[config.mk]
export PLATFORM = sky130hd
export DESIGN_NAME = muldiv_sequencer
export DESIGN_NICKNAME = d
export VERILOG_FILES = /design/src/rtl/muldiv_pkg.sv /design/src/rtl/muldiv_core.sv /design/src/rtl/muldiv_sequencer.sv
export SDC_FILE = /design/constraint.sdc
export NUM_CORES = 1
export LEC_CHECK = 0
export ABC_AREA = 1
export CORE_ASPECT_RATIO = 1.5
export CORE_MARGIN = 2
export CORE_UTILIZATION = 55
export DETAILED_ROUTE_END_ITERATION = 7
export PLACE_DENSITY_LB_ADDON = 0.1
export SLEW_MARGIN = 40
export SYNTH_ARGS = -nofsm -noshare
export SYNTH_HDL_FRONTEND = slang
export SYNTH_SLANG_ARGS = --single-unit
[constraint.sdc]
create_clock -name clk -period 4.25 [get_ports clk]
set_clock_uncertainty 0.1 [all_clocks]
set_input_delay 0.85 -clock clk [delete_from_list [all_inputs] [get_ports clk]]
set_output_delay 0.85 -clock clk [all_outputs]
set_load 0.05 [all_outputs]
[src/rtl/muldiv_pkg.sv]
// Shared types and constants for the RV32M multiply/divide sequencer.
// Optional feature macro: MULDIV_FAST_MUL_EN (single-cycle multiply path).
package muldiv_pkg;

   localparam int unsigned MULDIV_WIDTH = 32;
   localparam int unsigned MULDIV_CNT_W = $clog2(MULDIV_WIDTH);

   typedef enum logic [2:0] {
      OP_MUL    = 3'b000,
      OP_MULH   = 3'b001,
      OP_MULHSU = 3'b010,
      OP_MULHU  = 3'b011,
      OP_DIV    = 3'b100,
      OP_DIVU   = 3'b101,
      OP_REM    = 3'b110,
      OP_REMU   = 3'b111
   } muldiv_op_e;

   typedef enum logic [1:0] {
      ST_IDLE = 2'd0,
      ST_BUSY = 2'd1,
      ST_DONE = 2'd2
   } muldiv_state_e;

   function automatic int unsigned cnt_width(input int unsigned w);
      return (w < 2) ? 1 : $clog2(w);
   endfunction

endpackage

[src/rtl/muldiv_core.sv]
// Iterative datapath: one shift-add multiply or restoring divide step per step_i.
// Operates on magnitudes only; sign handling lives in the sequencer.
module muldiv_core
   import muldiv_pkg::*;
#(
   parameter int unsigned WIDTH = 32
) (
   input  logic             clk,
   input  logic             rst_n,
   input  logic             load_i,
   input  logic             step_i,
   input  logic             div_i,
   input  logic [WIDTH-1:0] a_i,
   input  logic [WIDTH-1:0] b_i,
   output logic [WIDTH-1:0] hi_nxt_o,
   output logic [WIDTH-1:0] lo_nxt_o
);

   logic [WIDTH-1:0] hi_q, hi_d;
   logic [WIDTH-1:0] lo_q, lo_d;
   logic [WIDTH-1:0] b_q, b_d;
   logic             div_q, div_d;

   logic [WIDTH:0]   mul_sum;
   logic [WIDTH:0]   div_shift;
   logic [WIDTH-1:0] div_diff;
   logic             div_ge;

   // hi:lo is the product (multiply) or remainder:quotient (divide) pair.
   always_comb begin
      mul_sum   = {1'b0, hi_q} + (lo_q[0] ? {1'b0, b_q} : '0);
      div_shift = {hi_q, lo_q[WIDTH-1]};
      div_ge    = (div_shift >= {1'b0, b_q});
      div_diff  = div_shift[WIDTH-1:0] - b_q;
      if (div_q) begin
         hi_nxt_o = div_ge ? div_diff : div_shift[WIDTH-1:0];
         lo_nxt_o = {lo_q[WIDTH-2:0], div_ge};
      end else begin
         hi_nxt_o = mul_sum[WIDTH:1];
         lo_nxt_o = {mul_sum[0], lo_q[WIDTH-1:1]};
      end
   end

   always_comb begin
      hi_d  = hi_q;
      lo_d  = lo_q;
      b_d   = b_q;
      div_d = div_q;
      if (load_i) begin
         hi_d  = '0;
         lo_d  = a_i;
         b_d   = b_i;
         div_d = div_i;
      end else if (step_i) begin
         hi_d = hi_nxt_o;
         lo_d = lo_nxt_o;
      end
   end

   always_ff @(posedge clk) begin
      if (!rst_n) begin
         hi_q  <= '0;
         lo_q  <= '0;
         b_q   <= '0;
         div_q <= 1'b0;
      end else begin
         hi_q  <= hi_d;
         lo_q  <= lo_d;
         b_q   <= b_d;
         div_q <= div_d;
      end
   end

endmodule

[src/rtl/muldiv_sequencer.sv]
// RV32M multi-cycle controller: FSM, counter, sign handling, early-out and stall.
// Optional feature macro: MULDIV_FAST_MUL_EN (multiplies complete in one cycle).
module muldiv_sequencer
   import muldiv_pkg::*;
#(
   parameter int unsigned WIDTH = 32
) (
   input  logic             clk,
   input  logic             rst_n,
   input  logic             start_i,
   input  logic [2:0]       op_i,
   input  logic [WIDTH-1:0] a_i,
   input  logic [WIDTH-1:0] b_i,
   input  logic             flush_i,
   output logic             stall_o,
   output logic             busy_o,
   output logic             result_valid_o,
   output logic [WIDTH-1:0] result_o
);

   localparam int unsigned      CNT_W    = cnt_width(WIDTH);
   localparam logic [CNT_W-1:0] CNT_LAST = CNT_W'(WIDTH - 1);
   localparam logic [WIDTH-1:0] MOST_NEG = {1'b1, {(WIDTH-1){1'b0}}};

   muldiv_state_e    state_q, state_d;
   logic [CNT_W-1:0] cnt_q, cnt_d;
   muldiv_op_e       op_q, op_d;
   logic             neg_res_q, neg_res_d;
   logic [WIDTH-1:0] result_q, result_d;

   muldiv_op_e       op_in;
   logic             accept;
   logic             a_sgn, b_sgn, a_neg, b_neg, res_neg;
   logic             div_zero, div_ovf;
   logic [WIDTH-1:0] a_mag, b_mag, early_res;
   logic             core_load, core_step;
   logic [WIDTH-1:0] hi_nxt, lo_nxt;
   logic [2*WIDTH-1:0] prod_mag, prod_fix;
   logic [WIDTH-1:0] quo_fix, rem_fix, final_res;

   // Operands are reduced to magnitudes at latch time; only the result sign is kept.
   always_comb begin
      op_in     = muldiv_op_e'(op_i);
      accept    = start_i & ~flush_i;
      a_sgn     = (op_in == OP_MULH) | (op_in == OP_MULHSU) | (op_in == OP_DIV) | (op_in == OP_REM);
      b_sgn     = (op_in == OP_MULH) | (op_in == OP_DIV) | (op_in == OP_REM);
      a_neg     = a_sgn & a_i[WIDTH-1];
      b_neg     = b_sgn & b_i[WIDTH-1];
      a_mag     = a_neg ? -a_i : a_i;
      b_mag     = b_neg ? -b_i : b_i;
      res_neg   = (op_in == OP_REM) ? a_neg : (a_neg ^ b_neg);
      div_zero  = op_i[2] & (b_i == '0);
      div_ovf   = op_i[2] & ~op_i[0] & (a_i == MOST_NEG) & (b_i == '1);
      early_res = div_zero ? (op_i[1] ? a_i : '1) : (op_i[1] ? '0 : a_i);
   end

`ifdef MULDIV_FAST_MUL_EN
   logic [2*WIDTH-1:0] fast_a, fast_b, fast_prod;
   logic [WIDTH-1:0]   fast_res;

   always_comb begin
      fast_a    = {{WIDTH{a_sgn & a_i[WIDTH-1]}}, a_i};
      fast_b    = {{WIDTH{b_sgn & b_i[WIDTH-1]}}, b_i};
      fast_prod = fast_a * fast_b;
      fast_res  = (op_i[1:0] == 2'b00) ? fast_prod[WIDTH-1:0] : fast_prod[2*WIDTH-1:WIDTH];
   end
`endif

   muldiv_core #(
      .WIDTH (WIDTH)
   ) u_core (
      .clk      (clk),
      .rst_n    (rst_n),
      .load_i   (core_load),
      .step_i   (core_step),
      .div_i    (op_i[2]),
      .a_i      (a_mag),
      .b_i      (b_mag),
      .hi_nxt_o (hi_nxt),
      .lo_nxt_o (lo_nxt)
   );

   // Sign correction is taken from the final step so the result is ready on entry to DONE.
   always_comb begin
      prod_mag = {hi_nxt, lo_nxt};
      prod_fix = neg_res_q ? -prod_mag : prod_mag;
      quo_fix  = neg_res_q ? -lo_nxt : lo_nxt;
      rem_fix  = neg_res_q ? -hi_nxt : hi_nxt;
      unique case (op_q)
         OP_MUL:                       final_res = prod_fix[WIDTH-1:0];
         OP_MULH, OP_MULHSU, OP_MULHU: final_res = prod_fix[2*WIDTH-1:WIDTH];
         OP_DIV, OP_DIVU:              final_res = quo_fix;
         default:                      final_res = rem_fix;
      endcase
   end

   always_comb begin
      state_d        = state_q;
      cnt_d          = cnt_q;
      op_d           = op_q;
      neg_res_d      = neg_res_q;
      result_d       = result_q;
      core_load      = 1'b0;
      core_step      = 1'b0;
      stall_o        = 1'b0;
      busy_o         = 1'b0;
      result_valid_o = 1'b0;
      unique case (state_q)
         ST_IDLE: begin
            stall_o = accept;
            if (accept) begin
               op_d      = op_in;
               cnt_d     = '0;
               neg_res_d = res_neg;
               if (div_zero | div_ovf) begin
                  state_d  = ST_DONE;
                  result_d = early_res;
               end
`ifdef MULDIV_FAST_MUL_EN
               else if (!op_i[2]) begin
                  state_d  = ST_DONE;
                  result_d = fast_res;
               end
`endif
               else begin
                  state_d   = ST_BUSY;
                  core_load = 1'b1;
               end
            end
         end
         ST_BUSY: begin
            busy_o  = 1'b1;
            stall_o = ~flush_i;
            if (flush_i) begin
               state_d = ST_IDLE;
               cnt_d   = '0;
            end else begin
               core_step = 1'b1;
               cnt_d     = cnt_q + CNT_W'(1);
               if (cnt_q == CNT_LAST) begin
                  state_d  = ST_DONE;
                  cnt_d    = '0;
                  result_d = final_res;
               end
            end
         end
         ST_DONE: begin
            result_valid_o = ~flush_i;
            state_d        = ST_IDLE;
         end
         default: state_d = ST_IDLE;
      endcase
   end

   always_ff @(posedge clk) begin
      if (!rst_n) begin
         state_q   <= ST_IDLE;
         cnt_q     <= '0;
         op_q      <= OP_MUL;
         neg_res_q <= 1'b0;
         result_q  <= '0;
      end else begin
         state_q   <= state_d;
         cnt_q     <= cnt_d;
         op_q      <= op_d;
         neg_res_q <= neg_res_d;
         result_q  <= result_d;
      end
   end

   assign result_o = result_q;

endmodule

==> impl_metrics.tcl, run 1 <==
set metrics [dict create \
    die_w_um 147.1 \
    outcome "did not finish" \
    cts_sinks 140 \
    rows 78 \
    synth_fa_ha_area_share_pct 5.496 \
    dp_hpwl_mm 62.85 \
    synthMuxAreaShare_pct 0 \
    synth-xor-area-share_pct 4.304 \
    numCtsBuffers 17 \
    synth_top_area_share_pct 18.98 \
    clock_path_buffers 2 \
    yosys.area.top_type "nand2_1" \
    port_buffers 105 \
    grt-ovfl-total 2 \
    cts_resized 0 \
    io_pins 106 \
    grt_pass1_wl_mm 120.7 \
    synth.area.top_cells "nand2_1 (19%), dfxtp_1 (17%), inv_1 (8.7%)" \
    yosysMostFrequentCell "nand2_1" \
    root_buffer "clkbuf_16" \
    synth_top_family_by_area "simple AND/OR/NAND/NOR gates" \
    start_util_pct 55.83 \
    htree_levels 4 \
    synth_seq_area_share_pct 16.59 \
    syn_area_per_cell_um2 5.632 \
    synth.ff_latch_count 140 \
    grtUsageTotal_pct 49.10 \
    lastStage "5_1_grt" \
    gp_congestion 1.118 \
    die_h_um 218.6 \
    ys_top_cells_by_count "nand2_1 (854), inv_1 (392), nor2_1 (269)" \
    synth_edf_count 0 \
    grt_pass1_vias 21615 \
    ys_types 60 \
    synth_fp_nets 3143 \
    synth_ff_type "dfxtp_1" \
    synth-simple-area-share_pct 42.15 \
    syn_inst 2999 \
    synth_compound_area_share_pct 18.72 \
    postCtsSetupBuffers 0 \
    ys_async_sr_fraction_pct 0 \
    syn_area_mm2 0.01689 \
    tool.error "[ERROR GRT-0116] Global routing finished with congestion. Check the congestion regions in the DRC Viewer." \
    postCtsHoldBufs 0 \
    ys_warn_count 0 \
    grt_max_degree 67 \
]
[stage by stage]
step | instances | instance area [um2] | hold slack (ns) | worst slack [ns]
after global placement | 3528 | 18950 | 0.3524 | 0.1348
after CTS | 3560 | 19500 | 0.3721 | 0.05577
after detailed placement | 3528 | 18950 | 0.3589 | 0.07878
after floorplan | 2999 | 16890 | 0.3435 | 0.7114
[metal layers]
metal	overflow	track usage, %
met1	0	46.62
met2	1	81.76
met3	0	10.44
met4	1	57.50
met5	0	0
[logic make-up after synthesis]
family	Yosys count
fa+ha+maj	73
simple gates	1609
xor+xnor	83
flops	140
buf+inv	529
compound gates	565
==> run 2, diff against run 1 <==
--- a/config.mk
+++ b/config.mk
@@ -6,11 +6,10 @@
 export NUM_CORES = 1
 export LEC_CHECK = 0
 export ABC_AREA = 1
-export CORE_ASPECT_RATIO = 1.5
 export CORE_MARGIN = 2
-export CORE_UTILIZATION = 55
+export CORE_UTILIZATION = 40
 export DETAILED_ROUTE_END_ITERATION = 7
-export PLACE_DENSITY_LB_ADDON = 0.1
+export PLACE_DENSITY_LB_ADDON = 0.15
 export SLEW_MARGIN = 40
 export SYNTH_ARGS = -nofsm -noshare
 export SYNTH_HDL_FRONTEND = slang
==> impl_metrics.tcl, run 2 <==
set metrics [dict create \
    first_pass_iters 8 \
    fin_crit_sh_pct 96.56 \
    p_sw_uw 2551 \
    cts_tree "done" \
    max_slew_margin_pct 51.67 \
    stdcell_count 3748 \
    htree_levels 4 \
    cts.reportedPaths.clkPinSlew_ns 0.06 \
    wirelength_mm 75.39 \
    finalNetCount 3340 \
    clock_path_buffers 2 \
    syn_area_mm2 0.01689 \
    grt_use_met3_pct 7.033 \
    synth_edf_count 0 \
    mostFrequentLayoutCell "nand2_1" \
    cpPeakStageDelay_ns 0.40 \
    synth_fp_nets 3143 \
    worstHoldPathType "reg2reg" \
    die_area_mm2 0.04389 \
    grt_pass1_vias 18696 \
    clockPowerShare_pct 27.3 \
    cp.required_ns 4.53 \
    grtUsageMet2_pct 46.83 \
    grt_antenna_before_repair 0 \
    synth.area.top_cells "nand2_1 (19%), dfxtp_1 (17%), inv_1 (8.7%)" \
    finalHoldViolations 0 \
    holdWs_ns 0.3616 \
    clkLatencyLatePin_ns 0.46 \
    period_needed_ns 4.104 \
    antenna_cells 0 \
    wire_per_inst_um 20.11 \
    dp_hpwl_mm 61.38 \
    numCtsBuffers 17 \
    drive_gt1_share_pct 13.46 \
    syn_to_final_growth_pct 20.74 \
    setup_tns_ns 0 \
    io_pins 106 \
    p_per_area_mw_per_mm2 284.2 \
    cp-start-kind "flop" \
    start_util_pct 40.36 \
    pwr-share-seq_pct 24.8 \
    n_fill_cell 4476 \
    cp_slowest_cell "dfxtp_1" \
    synth_ff_type "dfxtp_1" \
    ys_types 60 \
    num_vias 21021 \
    mostFrequentLayoutCells "nand2_1 (841), inv_1 (389), nor2_1 (258)" \
    ir_drop_uv 199.9 \
    cts_sinks 140 \
    drv_cap 0 \
    path_max_fanout 6 \
    port_buffers 105 \
    die_w_um 209.5 \
    ys_top_cells_by_count "nand2_1 (854), inv_1 (392), nor2_1 (269)" \
    setup_ws_ns 0.1460 \
    outcome "finished clean" \
    ys_async_sr_fraction_pct 0 \
    rows 75 \
    drv_slew 0 \
    gp_congestion 1.025 \
    die_h_um 209.5 \
    syn_inst 2999 \
    cpMostUsedCell "nand2_1" \
    yosysMostFrequentCell "nand2_1" \
    pre_cts_ws_ns -0.01335 \
    drc 0 \
    root_buffer "clkbuf_16" \
    worst_pin_slew_ns 0.7239 \
    postPlaceCellArea_mm2 0.01949 \
    internal_power_uw 3245 \
    routed_via_density 5.609 \
    dp_cells 3711 \
    end_kind "flop" \
    finalSetupViolCount 0 \
    grt-ovfl-total 0 \
    p_leak_uw 0.009863 \
    grt_most_used_layer "met1" \
    stdcell_area_mm2 0.02039 \
    p_comb_share_pct 47.8 \
    synth_top_area_share_pct 18.98 \
    crit_type "reg2reg" \
    synth.ff_latch_count 140 \
    drt_iter0_drc 2824 \
    grt_max_degree 66 \
    ys_warn_count 0 \
    power_switching_share_pct 44.01 \
    rsz0062_at_grt "yes" \
    worstPathArrival_ns 4.38 \
    met1_usage_pct 50.65 \
    core_mm2 0.04185 \
    syn_area_per_cell_um2 5.632 \
    antenna_left 0 \
    grt_pass1_wl_mm 112.8 \
    synth_seq_area_share_pct 16.59 \
    timing.fmax_mhz 243.7 \
    grtUsageTotal_pct 33.59 \
    yosys.area.top_type "nand2_1" \
]
==> run 2: path summary, 6_finish.rpt <==
path,cells past startpoint,slack (ns),start,to
min,2,0.36,result_o[17],result_o[17]
min reg2reg,2,0.36,result_o[17],result_o[17]
max,29,0.15,u_core.b_q[29],result_o[20]
max reg2reg,29,0.15,u_core.b_q[29],result_o[20]
==> run 2: power by group through the flow <==
stage               Combinational (uW)  Sequential [uW]  Clock, uW
CTS                               2640             1430       1590
global route                      3000             1450       1660
floorplan                         1680             1450          0
detailed placement                2630             1460          0
finish                            2770             1440       1580
global placement                  2620             1460          0
==> run 2: area by class of cell <==
cell class | count | area [um2] | area share, %
clock buffers | 19 | 432.9 | 2.123
clock inverters | 13 | 170.2 | 0.8344
inverters | 417 | 1568 | 7.687
multi-input cells | 2330 | 12190 | 59.77
flip-flops and latches | 140 | 2816 | 13.81
well taps | 539 | 674.4 | 3.307
repair buffers | 290 | 2542 | 12.47
==> run 2: logic make-up after synthesis <==
kind of cell             count (synthesis)  share of synthesized area (%)
adder cells (fa/ha/maj)                 73                          5.496
XOR/XNOR                                83                          4.304
AND/OR/NAND/NOR                       1609                          42.15
buffers and inverters                  529                          12.74
AO/OA/AOI/OAI                          565                          18.72
flip-flops                             140                          16.59
==> run 2: stage by stage <==
stage	total power, uW	util (%)
global placement	4077	46.57
CTS	5672	48.01
detailed placement	4094	46.57
floorplan	3125	-
finish	5796	48.73
global route	6103	48.73
==> run 2: critical path, delay by kind of cell (launching register included) <==
family | cells | cell delay, ns
AO/OA/AOI/OAI | 3 | 0.32
AND/OR/NAND/NOR | 19 | 2.13
adder cells (fa/ha/maj) | 2 | 0.54
flip-flops | 1 | 0.40
buffers and inverters | 5 | 0.52
==> run 2: timing repair <==
| item | in CTS | in global routing |
|---|---|---|
| resized for setup | 0 | 67 |
| setup endpoints to repair | 0 | 25 |
| setup buffers | 0 | 4 |
| hold buffers | 0 | 0 |
==> run 2: per-layer routing <==
metal	routed length (um)	vias to the layer above
met2	29660	1101
met5	0	-
met4	2531	0
met1	34570	9629
li1	-	10162
met3	8628	129
(Power assumes the default switching activity.)
==> run 3, diff against run 2 <==
--- a/config.mk
+++ b/config.mk
@@ -6,11 +6,8 @@
 export NUM_CORES = 1
 export LEC_CHECK = 0
 export ABC_AREA = 1
-export CORE_MARGIN = 2
 export CORE_UTILIZATION = 40
 export DETAILED_ROUTE_END_ITERATION = 7
-export PLACE_DENSITY_LB_ADDON = 0.15
-export SLEW_MARGIN = 40
 export SYNTH_ARGS = -nofsm -noshare
 export SYNTH_HDL_FRONTEND = slang
 export SYNTH_SLANG_ARGS = --single-unit
==> impl_metrics.tcl, run 3 (synthesis results as in run 2) <==
set metrics [dict create \
    first_pass_iters 7 \
    worst_pin_slew_ns 0.9750 \
    cts_sinks 140 \
    drv_slew 0 \
    grt_pass1_wl_mm 113.9 \
    max_slew_margin_pct 35.00 \
    antenna_cells 0 \
    grt_antenna_before_repair 1 \
    mostFrequentLayoutCells "nand2_1 (838), inv_1 (386), nor2_1 (258)" \
    worstHoldPathType "reg2reg" \
    r2r-start "u_core.lo_q[0]" \
    pwr-share-seq_pct 24.8 \
    wirelength_mm 76.60 \
    cp_slowest_cell "dfxtp_2" \
    cts.reportedPaths.clkPinSlew_ns 0.07 \
    drv_cap 0 \
    fin_util_pct 49.90 \
    gp_congestion 1.053 \
    wire_per_inst_um 20.42 \
    numCtsBuffers 17 \
    drive_gt1_share_pct 14.79 \
    setup.reg_to_reg.worst_slack_ns 0.18 \
    dp_hpwl_mm 62.78 \
    drt_iter0_drc 2838 \
    rows 74 \
    power_switching_share_pct 45.84 \
    hold_path_startpoint "result_o[8]" \
    start_util_pct 41.00 \
    cp.required_ns 4.46 \
    p_comb_share_pct 47.9 \
    clockPowerShare_pct 27.3 \
    internal_power_uw 3161 \
    ir_drop_uv 232.1 \
    mostFrequentLayoutCell "nand2_1" \
    finalHoldViolations 0 \
    die_area_mm2 0.04305 \
    timing.fmax_mhz 245.9 \
    die_w_um 207.5 \
    outcome "finished clean" \
    rsz0062_at_grt "yes" \
    p_leak_uw 0.009894 \
    antenna_left 0 \
    worstPathArrival_ns 4.28 \
    postPlaceCellArea_mm2 0.01953 \
    grt-ovfl-total 0 \
    grt_pass1_vias 18837 \
    p_sw_uw 2675 \
    grt_max_degree 66 \
    finalNetCount 3350 \
    r2r-end "result_o[29]" \
    syn_to_final_growth_pct 21.72 \
    drc 0 \
    period_needed_ns 4.067 \
    crit_type "reg2reg" \
    port_buffers 105 \
    cts_tree "done" \
    cp-start-kind "flop" \
    crit_chain "buf_12, nand2_1, inv_1, ha_1, a21oi_1, o21ai_0, a21oi_1, nand2_1, buf_4, or2_2, nand3_1, nand3_2, nor2_2, nand2_1, nor2_2, nand2_1, nand2_1, nand3_1, nand3_1, nand3_1, buf_4, nand2_1, a21oi_2" \
    reg2regPathDepth 23 \
    core_mm2 0.04120 \
    num_vias 21082 \
    htree_levels 4 \
    clock_path_buffers 2 \
    cpPeakStageDelay_ns 0.38 \
    cp-endpoint "result_o[29]" \
    io_pins 106 \
    crit_start "u_core.lo_q[0]" \
    die_h_um 207.5 \
    root_buffer "clkbuf_16" \
    path_max_fanout 21 \
    grtUsageTotal_pct 34.67 \
    fin_crit_sh_pct 95.69 \
    cpMostUsedCell "nand2_1" \
    clkLatencyLatePin_ns 0.46 \
    stdcell_area_mm2 0.02056 \
    routed_via_density 5.620 \
    finalSetupViolCount 0 \
    end_kind "flop" \
    p_per_area_mw_per_mm2 283.9 \
]
## run 3: worst max-delay path: cells and delay by family, from the launching register on
kind                     cells  cell delay, ns
AND/OR/NAND/NOR             14            1.82
buffers and inverters        4            0.65
AO/OA/AOI/OAI                4            0.63
flip-flops                   1            0.38
adder cells (fa/ha/maj)      1            0.31
## run 3: area by class of cell
cell class,count,area [um2]
Tap cell,532,665.6
Timing Repair Buffer,300,2562
Sequential cell,140,2844
Multi-Input combinational cell,2330,12330
Clock inverter,15,165.2
Fill cell,4404,20640
Inverter,417,1572
Clock buffer,17,425.4
## run 3: how the worst min path moves through the flow
stage	to	slack, ns	cells after the start
floorplan	u_core.lo_q[14]	0.34	2
detailed placement	result_o[16]	0.36	2
global placement	result_o[8]	0.36	2
CTS	result_o[16]	0.37	2
finish	result_o[8]	0.37	2
global route	u_core.lo_q[14]	0.38	2
## run 3: metrics by stage
step	setup TNS (ns)	worst slack (ns)	power (uW)	hold WS [ns]	std cells
finish	0	0.1830	5836	0.3683	3751
CTS	0	0.03152	5695	0.3675	3748
floorplan	0	0.7114	3125	0.3435	2999
global route	-0.02369	-0.02272	6119	0.3818	3751
detailed placement	-2.458	-0.1574	4111	0.3568	3716
global placement	-0.01773	-0.01773	4096	0.3552	3716
## run 3: what timing repair did
item,4_1_cts,5_1_grt
gates resized for setup,1,102
buffers inserted,0,3
hold buffers,0,0
setup endpoints to repair,1,29
pin swaps,0,7
## run 3: power groups by stage
stage          combinational, uW  sequential (uW)  clock, uW
2_1_floorplan               1680             1450          0
3_3_place_gp                2630             1470          0
3_5_place_dp                2640             1470          0
4_1_cts                     2650             1440       1600
5_1_grt                     3020             1450       1650
6_report                    2800             1450       1590
## run 3: metal layers
metal  up-vias  GRT usage, %  wire length [um]
li1      10177             -                 -
met4         0         13.20              2758
met2      1084         47.65             29880
met1      9690         52.20             35680
met5         -             0                 0
met3       131         6.566              8282
